### src/rtl/spi_reg_master.sv
// SPI initiator for the 16-bit header/data register frame (write bit, 4-bit address, data byte).
// Define SPI_REG_MASTER_MISO_SYNC_EN to pass spi_miso through a 2-flop synchronizer.
module spi_reg_master #(
  parameter int CLK_DIV = 4
) (
  input  logic       clk,
  input  logic       rst,
  input  logic       start,
  input  logic       wr,
  input  logic [3:0] addr,
  input  logic [7:0] wdata,
  output logic       busy,
  output logic       done,
  output logic [7:0] rdata,
  output logic [7:0] status,
  output logic       spi_clk,
  output logic       spi_cs,
  output logic       spi_mosi,
  input  logic       spi_miso
);

  localparam logic [7:0] DIV_M1 = 8'(CLK_DIV - 1);

  typedef enum logic [2:0] {IDLE, SETUP, HIGH, LOW, GAP, DONE} state_t;

  state_t      state, state_next;
  logic [7:0]  div_cnt;
  logic [4:0]  bit_k;
  logic [15:0] tx_sr;
  logic [15:0] rx_sr;
  logic        miso_s;
  logic        phase_end;
  logic        accept;

`ifdef SPI_REG_MASTER_MISO_SYNC_EN
  logic [1:0] miso_sync;

  always_ff @(posedge clk) begin
    if (rst) miso_sync <= 2'b00;
    else     miso_sync <= {miso_sync[0], spi_miso};
  end

  assign miso_s = miso_sync[1];
`else
  assign miso_s = spi_miso;
`endif

  assign phase_end = (div_cnt == 8'd0);

  always_ff @(posedge clk) begin
    if (rst) state <= IDLE;
    else     state <= state_next;
  end

  always_comb begin
    state_next = state;
    accept     = 1'b0;
    busy       = 1'b0;
    done       = 1'b0;
    case (state)
      IDLE: begin
        if (start) begin
          accept     = 1'b1;
          state_next = SETUP;
        end
      end
      SETUP: begin
        busy = 1'b1;
        if (phase_end) state_next = HIGH;
      end
      HIGH: begin
        busy = 1'b1;
        if (phase_end) state_next = LOW;
      end
      LOW: begin
        busy = 1'b1;
        if (phase_end) state_next = (bit_k == 5'd16) ? GAP : HIGH;
      end
      GAP: begin
        busy = 1'b1;
        if (phase_end) state_next = DONE;
      end
      DONE: begin
        done = 1'b1;
        if (start) begin
          accept     = 1'b1;
          state_next = SETUP;
        end else begin
          state_next = IDLE;
        end
      end
      default: state_next = IDLE;
    endcase
  end

  // SPI pins are driven from flops updated on phase transitions, so they never glitch.
  always_ff @(posedge clk) begin
    if (rst) begin
      div_cnt  <= 8'd0;
      bit_k    <= 5'd0;
      tx_sr    <= 16'd0;
      rx_sr    <= 16'd0;
      spi_cs   <= 1'b1;
      spi_clk  <= 1'b0;
      spi_mosi <= 1'b0;
      rdata    <= 8'd0;
      status   <= 8'd0;
    end else begin
      if (state_next != state || accept) div_cnt <= DIV_M1;
      else if (div_cnt != 8'd0)          div_cnt <= div_cnt - 8'd1;

      if (accept) begin
        tx_sr    <= {wr, 3'b000, addr, wdata};
        spi_cs   <= 1'b0;
        spi_mosi <= wr;
        bit_k    <= 5'd0;
      end

      case (state)
        SETUP: begin
          if (phase_end) begin
            spi_clk <= 1'b1;
            bit_k   <= 5'd1;
          end
        end
        HIGH: begin
          if (phase_end) begin
            spi_clk <= 1'b0;
            if (bit_k != 5'd16) begin
              tx_sr    <= {tx_sr[14:0], 1'b0};
              spi_mosi <= tx_sr[14];
            end else begin
              spi_mosi <= 1'b0;
            end
          end
        end
        // The slave moves MISO after the falling edge, so sample at the end of the low phase.
        LOW: begin
          if (phase_end) begin
            rx_sr <= {rx_sr[14:0], miso_s};
            if (bit_k == 5'd16) begin
              spi_cs <= 1'b1;
            end else begin
              spi_clk <= 1'b1;
              bit_k   <= bit_k + 5'd1;
            end
          end
        end
        GAP: begin
          if (phase_end) begin
            rdata  <= rx_sr[7:0];
            status <= rx_sr[15:8];
          end
        end
        default: ;
      endcase
    end
  end

endmodule

### config.mk
export PLATFORM = sky130hd
export DESIGN_NAME = spi_reg_master
export DESIGN_NICKNAME = d
export VERILOG_FILES = /design/src/rtl/spi_reg_master.sv
export SDC_FILE = /design/constraint.sdc
export NUM_CORES = 1
export LEC_CHECK = 0
export CORE_ASPECT_RATIO = 1.25
export CORE_MARGIN = 5
export CORE_UTILIZATION = 50
export CTS_BUF_LIST = sky130_fd_sc_hd__clkbuf_4
export DETAILED_ROUTE_END_ITERATION = 10
export DONT_BUFFER_PORTS = 1
export SLEW_MARGIN = 20
export SYNTH_ARGS = -nofsm -noshare
export SYNTH_HDL_FRONTEND = slang
export SYNTH_SLANG_ARGS = --single-unit
### constraint.sdc
create_clock -name clk -period 5.3 [get_ports clk]
set_input_delay 0.795 -clock clk [delete_from_list [all_inputs] [get_ports clk]]
set_output_delay 0.795 -clock clk [all_outputs]
set_load 0.02 [all_outputs]
# Word level (Yosys, flattened, before mapping)
# Index checks and enable logic that the tools add are counted.
# totals
reg_bits,67
input_bits,17
out_inout_bits,21
# op_classes
addsub,2
n_eq_ne,12
n_mux,36
reduce_logical,12
# op_table
op,count
$mux W16,4
$mux W5,4
$mux W3,6
$pmux W3 S6,1
$mux W1,17
$pmux W5 S2,1
$logic_not A8 Y1,1
$ne A2 B2 Y1 const B,4
$reduce_bool A8 Y1,1
$sub A8 B1 Y8 const B,1
$eq A3 B2 Y1 const B,2
$eq A3 B3 Y1 const B,2
$add A5 B1 Y5 const B,1
$eq A5 B5 Y1 const B,1
$ne A5 B5 Y1 const B,1
$reduce_and A5 Y1,1
$mux W2,2
$reduce_and A2 Y1,2
$reduce_or A2 Y1,2
$reduce_or A4 Y1,1
$eq A3 B1 Y1 const B,1
$logic_not A3 Y1,1
$ne A3 B3 Y1,1
$pmux W1 S3,1
other kinds (3),3

# Longest topological paths before layout
# Gate-level depths: netlist of run 1.
# depth
word_depth,7
depth_mapped,8
mapped_depth_nobuf,6

# Least setup slack after synthesis of run 1
# OpenSTA, ideal clock, no wires.
# synth_timing
path_kind,register to register
start,register div_cnt[0]
end,register tx_sr[12]
setup_time_ns,0.117
arrival_time_ns,1.844
setup_slack_ns,3.339
stages_incl_launch_ff,8
path_buffers,1
cell_sequence,dfxtp_1 > inv_1 > ha_1 > or4b_1 > buf_6 > o41ai_4 > nor2_2 > a22o_1
# synth_between
elab_chain_len,3
# synth_lines
element,line_no,source
from (decl),27,logic [7:0] div_cnt;
from (signal assigned),110,else if (div_cnt != 8'd0) div_cnt <= div_cnt - 8'd1;
$logic_not A8 Y1,48,assign phase_end = (div_cnt == 8'd0);
$mux W16,127,if (phase_end) begin
$mux W16,119,case (state)
to (signal assigned),113,"tx_sr <= {wr, 3'b000, addr, wdata};"
to (signal assigned),130,"tx_sr <= {tx_sr[14:0], 1'b0};"
to (decl),29,logic [15:0] tx_sr;
# Every way passes these cells.
# A chain may end at the register's enable or synchronous reset.

# Worst setup path in the final report of run 1
# layout_timing
start,register div_cnt[0]
end,register tx_sr[13]
# The elaborated chain is that of the path after synthesis.

==> summary.txt, run 1 <==
Logic synthesis
  • Synth top area share: ~47%
  • Cells after synthesis: about 280
  • FFs w/ async S/R, synth: 0%
  • Register bit total from synthesis: 66
  • Synth area leaders: dfxtp_1, mux2i_1, nor2_1, o2bb2ai_1, xnor2_1
  • Synth top cells by count: dfxtp_1, mux2i_1, nor2_1
  • Synthesized Nets: slightly below 300
  • YS warnings: 0
  • Seq/Total Area, Yosys: 47.1%
  • Cell variety after synth: ~50
  • Post-Syn Area: approximately 2800 µm²
  • Most numerous cell in the Yosys netlist: dfxtp_1
  • Syn Area/Cell: 10.2 µm²
  • Post-synth top area cell: dfxtp_1
  • EDFF count, synth: 0
  • Top FF cell, synth: dfxtp_1

STA
  • Relative slew slack: between 30% and 40%
  • Hold Violations, Final: 0
  • Worst setup margin: approximately 2800 ps
  • Part of the cycle the worst path needs: between 40% and 50%
  • Tightest Pin Transition: 931 ps
  • RSZ-0062 raised after global routing: false
  • Slew Limit Fails: 0
  • Endpoints failing setup: 0
  • Fin Setup TNS: 0 ps
  • Clock skew: roughly 14 ps
  • Min Tclk post-route: 2520 ps
  • Achievable frequency: between 0.3 and 0.4 GHz

Setup path
  • R2R cell count: 6
  • R2r setup slk: 2780 ps
  • CP Class: reg -> reg
  • Crit-path cells: inv_1 > ha_1 > or4b_1 > o41ai_4 > nor2_2 > a22o_1
  • R2R Path End: tx_sr[13]
  • WP data arrival: ~2800 ps
  • Worst r2r src: div_cnt[0]
  • Peak per-stage delay on the critical path: between 800 and 900 ps
  • Startpoint types: flip-flop
  • Crit-path slowest cell: o41ai_4
  • Crit. End Element: flip-flop
  • Critical path fanouts, max: 13
  • Worst EP required: between 5000 and 6000 ps

Layout
  • Layout cells sized above 1: ~12%
  • Footprint of the multi-input gates: 1380 µm²
  • FF/Latch Area: roughly 1300 µm²
  • Layout area overhead: 5.88%
  • Fill cells: between 500 and 600
  • Nets: between 200 and 300
  • Ant. Diodes: 0

Global routing
  • Maximum number of pins on one net before global-route repair: 47
  • Met2 Use GR: approximately a quarter
  • Number of global-route vias before repair: 1838
  • Total grt overflow: 0
  • All-Layer GR Usage: 15.9%
  • Busiest grt layer: met2
  • First-pass GRT wire length: slightly above 9 mm
  • Initial antenna violation count: 0
  • GR Util met3: 6.14%
  • Met1 Resource Use GR: 19.7%

Hold path
  • Hold Path Origin: rst
  • Hold EP: rdata[1]
  • Hold Path Depth: 1
  • Min-Delay Path Class: in -> reg

Clock tree
  • CTS sink count: between 60 and 70
  • CTS root buf: clkbuf_4
  • Clk_lat worst skew: a little over 400 ps
  • H-tree depth: 3
  • Post-cts repair resize count: 0
  • CTS Hold Bufs: 0
  • Setup bufs post-CTS: 0
  • CTS clk-pin slew, worst paths: ~110 ps
  • TritonCTS clock tree: done
  • CTS buffer count: 9
  • Max Root-Sink Buffers: 2

Placement
  • Placer Congestion: slightly above 0.8
  • IO Port Bufs: 0
  • HPWL after DPL: 3.58 mm
  • Setup WS pre-CTS: ~2800 ps

Flow run
  • Total of max-cap violations: 0

Routing
  • DRT Wirelength: between 5 and 6 mm
  • DRC: 0
  • Vias: 1935
  • Routed len/inst: around 16 µm
  • DRT Pass-1 Iters: 4
  • DR iter-0 viols: roughly 170
  • Vias per inst: approximately 5.7
  • Routed Antenna Nets: 0

Power and ir drop
  • PwrDens: 456 nW/µm²
  • IR drop worst, VDD: about 0.00021 V
  • Post-layout power: 1360 µW
  • Leak Pwr: about 0.0013 µW

Floorplan
  • Die Height: around 94 µm
  • # rows: 30
  • Core area: 5440 µm²
  • Initial Utilization: 51.6%
  • I/O pins: 38
  • Chip Width: 77.0 µm
  • Total die area: just over 7000 µm²

Run status
  • Status: complete, no violations
## registers in the layout, indices dropped and copies added (netlist names)
signal	count
rx_sr	16
tx_sr	15
div_cnt	8
rdata	8
status	8
bit_k	5
state	3
spi_clk	1
spi_cs	1
spi_mosi	1
## through the flow
stage          cell area [µm²]  instances  hold WS [ps]  utilization [%]
3_3_place_gp              2810        324           439             51.7
3_5_place_dp              2810        324           441             51.7
4_1_cts                   2970        340           417             54.6
2_1_floorplan             2810        275           432                -
6_report                  2970        340           447             54.6
5_1_grt                   2970        340           396             54.6
## metal layers
layer,part of all wire [%],vias to the layer above
met5,0,-
met4,2.3,0
met3,5.7,11
met2,47,32
met1,45,912
li1,-,980
## how the worst max path moves through the flow
| stage | slack (ps) | start | end | cells past startpoint |
|---|---|---|---|---|
| floorplan | 3340 | div_cnt[0] | tx_sr[12] | 7 |
| global placement | 2860 | div_cnt[0] | tx_sr[14] | 6 |
| detailed placement | 2800 | div_cnt[0] | tx_sr[13] | 6 |
| CTS | 2780 | div_cnt[0] | tx_sr[13] | 6 |
| global route | 2600 | div_cnt[0] | tx_sr[13] | 6 |
| finish | 2780 | div_cnt[0] | tx_sr[13] | 6 |
## report_power, final
group	switching, µW	internal [µW]	total [µW]
Clock	187	190	377
Combinational	207	147	354
Sequential	73.7	551	624
## area by class of cell
cell class	count	area share [%]
inverter	5	0.631
multi-input combinational	188	46.5
sequential	66	44.4
timing repair buffer	1	0.253
clock buffer	9	2.27
tap	64	2.69
clock inverter	7	3.16
## placed cells by master, fill, tap and decap left out, types with 2 or more instances in the layout
| master | count |
|---|---|
| a2111oi_0 | 2 |
| nor2_1 | 43 |
| nand3_1 | 5 |
| clkinvlp_4 | 2 |
| a22o_1 | 3 |
| a21oi_1 | 9 |
| and3b_1 | 2 |
| clkinv_2 | 2 |
| o2bb2ai_1 | 11 |
| o21ai_0 | 2 |
| bufinv_16 | 2 |
| inv_1 | 5 |
| nand3b_1 | 2 |
| xnor2_1 | 7 |
| a21o_1 | 2 |
| nand4_1 | 2 |
| or3_1 | 2 |
| nand2b_1 | 2 |
| or2_2 | 2 |
| nand2_1 | 10 |
| mux2i_1 | 45 |
| ha_1 | 3 |
| nor4_1 | 3 |
| clkbuf_4 | 9 |
| a31oi_1 | 3 |
| nor3_1 | 5 |
| dfxtp_1 | 66 |
## worst max-delay path, delay by kind of cell (launching register included)
kind            cells  cell delay [ps]
compound gates      2             1040
fa+ha+maj           1              220
buf+inv             1               70
flops               1              370
simple gates        2              720
## logic make-up (layout without fill, tap and decap cells)
family	after synthesis	after routing	share of synthesized area [%]
AOI/OAI and AO/OA	40	40	11.5
xor gates and xnor gates	7	7	2.18
adders and majority gates	3	3	1.34
DFF	66	66	47.1
buffers and inverters	21	22	3.65
muxes	45	45	16.0
and+or+nand+nor	93	93	18.2
No activity file was read; power rests on OpenSTA's default activity.
==> inputs of run 2 (changes only) <==
==> constraint.sdc (replaced) <==
create_clock -name clk -period 2.6 [get_ports clk]
set_input_delay 0.39 -clock clk [delete_from_list [all_inputs] [get_ports clk]]
set_output_delay 0.39 -clock clk [all_outputs]
set_load 0.02 [all_outputs]
==> summary.txt, run 2 (synthesis results as in run 1) <==
Routing
  • Routed Antenna Nets: 0 (unchanged)
  • DRT Pass-1 Iters: 5 (+1)
  • Vias per inst: 5.67 (-0.33%)
  • Vias: 1957 (+1.1%)
  • Routed len/inst: 15.6 µm (-0.34%)
  • DRT Wirelength: 5.40 mm (+1.1%)
  • DR iter-0 viols: 84 (-51%)
  • DRC: 0 (unchanged)

Placement
  • HPWL after DPL: 3.66 mm (+2.3%)
  • Setup WS pre-CTS: 469 ps (-2330 ps)
  • Placer Congestion: 0.787 (-2.9%)
  • Post-DP Area: 2850 µm² (+1.3%)
  • IO Port Bufs: 0 (unchanged)

STA
  • Worst setup margin: 471 ps (-2310 ps)
  • Final hold slack: 46.2 ps (-400 ps)
  • RSZ-0062 raised after global routing: false
  • Part of the cycle the worst path needs: 81.9% (+34 points)
  • Min Tclk post-route: 2130 ps (-392 ps)
  • Relative slew slack: 62.7% (+25 points)
  • Slew Limit Fails: 0 (unchanged)
  • Clock skew: 8.54 ps (-5.33 ps)
  • Endpoints failing setup: 0 (unchanged)
  • Hold Violations, Final: 0 (unchanged)
  • Achievable frequency: 0.470 GHz (+18%)
  • Fin Setup TNS: 0 ps (unchanged)
  • Tightest Pin Transition: 559 ps (-372 ps)

Setup path
  • Crit-path cells: inv_1 > ha_1 > or4b_1 > o41ai_4 > buf_4 > o2bb2ai_1
  • Peak per-stage delay on the critical path: 610 ps (-220 ps)
  • Critical path fanouts, max: 12 (-1)
  • Worst r2r src: div_cnt[0]
  • R2R cell count: 6 (unchanged)
  • Critical path buffers and inverters: 2 (+1)
  • CP delay by family, top: simple AND/OR/NAND/NOR gates
  • Crit-path slowest cell: or4b_1
  • Worst EP required: 2900 ps (-2710 ps)
  • WP data arrival: 2430 ps (-400 ps)
  • Startpoint types: flip-flop
  • CP Class: reg -> reg
  • R2r setup slk: 470 ps (-2310 ps)
  • R2R Path End: tx_sr[10]
  • Crit. End Element: flip-flop

Layout
  • Top Registers: rx_sr x16, tx_sr x15
  • Largest register by flop count: rx_sr
  • Nets: 296 (+1.7%)
  • Cell area after layout: 3030 µm² (+2.1%)
  • Largest register FFs: 16 (unchanged)
  • Layout cells sized above 1: 13.2% (+1.6 points)
  • Ant. Diodes: 0 (unchanged)
  • Commonest non-fill, non-tap cell in the layout: dfxtp_1
  • Layout area overhead: 8.07%
  • Commonest cells after routing, fill and taps aside: dfxtp_1, mux2i_1, nor2_1

Clock tree
  • Post-cts repair resize count: 0 (unchanged)
  • CTS clk-pin slew, worst paths: 110 ps (about the same)
  • CTS root buf: clkbuf_4
  • TritonCTS clock tree: done
  • H-tree depth: 3 (unchanged)
  • Setup bufs post-CTS: 0 (unchanged)
  • Clk_lat worst skew: 400 ps (about the same)
  • CTS sink count: 66 (unchanged)
  • CTS buffer count: 9 (unchanged)
  • Max Root-Sink Buffers: 2 (unchanged)
  • CTS Hold Bufs: 0 (unchanged)

Global routing
  • Maximum number of pins on one net before global-route repair: 47 (unchanged)
  • All-Layer GR Usage: 16.3% (+0.38 points)
  • Number of global-route vias before repair: 1958 (+6.5%)
  • Total grt overflow: 0 (unchanged)
  • Initial antenna violation count: 0 (unchanged)
  • First-pass GRT wire length: 9.35 mm (+2.4%)

Floorplan
  • Initial Utilization: 51.6% (unchanged)
  • Core area: 5440 µm² (unchanged)
  • I/O pins: 38 (unchanged)
  • # rows: 30 (unchanged)
  • Die Height: 93.8 µm (unchanged)
  • Chip Width: 77.0 µm (unchanged)
  • Total die area: 7220 µm² (unchanged)

Hold path
  • Hold Path Origin: rst
  • Min-Delay Path Class: in -> reg
  • Hold Path Depth: 1 (unchanged)
  • Hold EP: rdata[2]

Power and ir drop
  • PwrDens: 945 nW/µm² (+110%)
  • Leak Pwr: 0.00136 µW (+3.3%)
  • Post-layout power: 2870 µW (+110%)
  • IR drop worst, VDD: 0.000489 V (+130%)

Flow run
  • Total of max-cap violations: 0 (unchanged)

Run status
  • Status: complete, no violations
[run 2: power breakdown]
group / internal, µW / switching [µW] / total, µW
combinational: 311 / 440 / 750
sequential: 1120 / 132 / 1250
clock: 487 / 376 / 863
total: 1920 / 948 / 2870
[run 2: area by class of cell]
class                   instances  area, µm²
inverters                       5       18.8
repair buffers                  6       45.0
clock buffers                   9       67.6
multi-input cells             188       1380
fillers                       495       2410
well taps                      64       80.1
flip-flops and latches         66       1320
clock inverters                 7        118
[run 2: metal layers]
layer,global-route usage (%),wire length (µm),vias to the layer above
met5,0,0,-
met4,9.03,153,0
met3,5.09,332,19
met2,25.8,2570,44
met1,19.5,2350,908
li1,-,-,986
[run 2: how the worst max path moves through the flow]
| stage | start | cells after the start | to | slack [ps] |
|---|---|---|---|---|
| after global routing | div_cnt[0] | 6 | spi_mosi | 270 |
| after global placement | div_cnt[0] | 6 | tx_sr[9] | 530 |
| after detailed placement | div_cnt[0] | 6 | tx_sr[2] | 470 |
| after floorplan | div_cnt[0] | 7 | tx_sr[12] | 640 |
| after CTS | div_cnt[0] | 6 | tx_sr[10] | 460 |
| final | div_cnt[0] | 6 | tx_sr[10] | 470 |
[run 2: through the flow]
| stage | cells | utilization [%] |
|---|---|---|
| after global placement | 329 | 52.3 |
| after CTS | 345 | 55.7 |
| after detailed placement | 329 | 52.3 |
| after global routing | 345 | 55.7 |
| after floorplan | 275 | - |
| final | 345 | 55.7 |
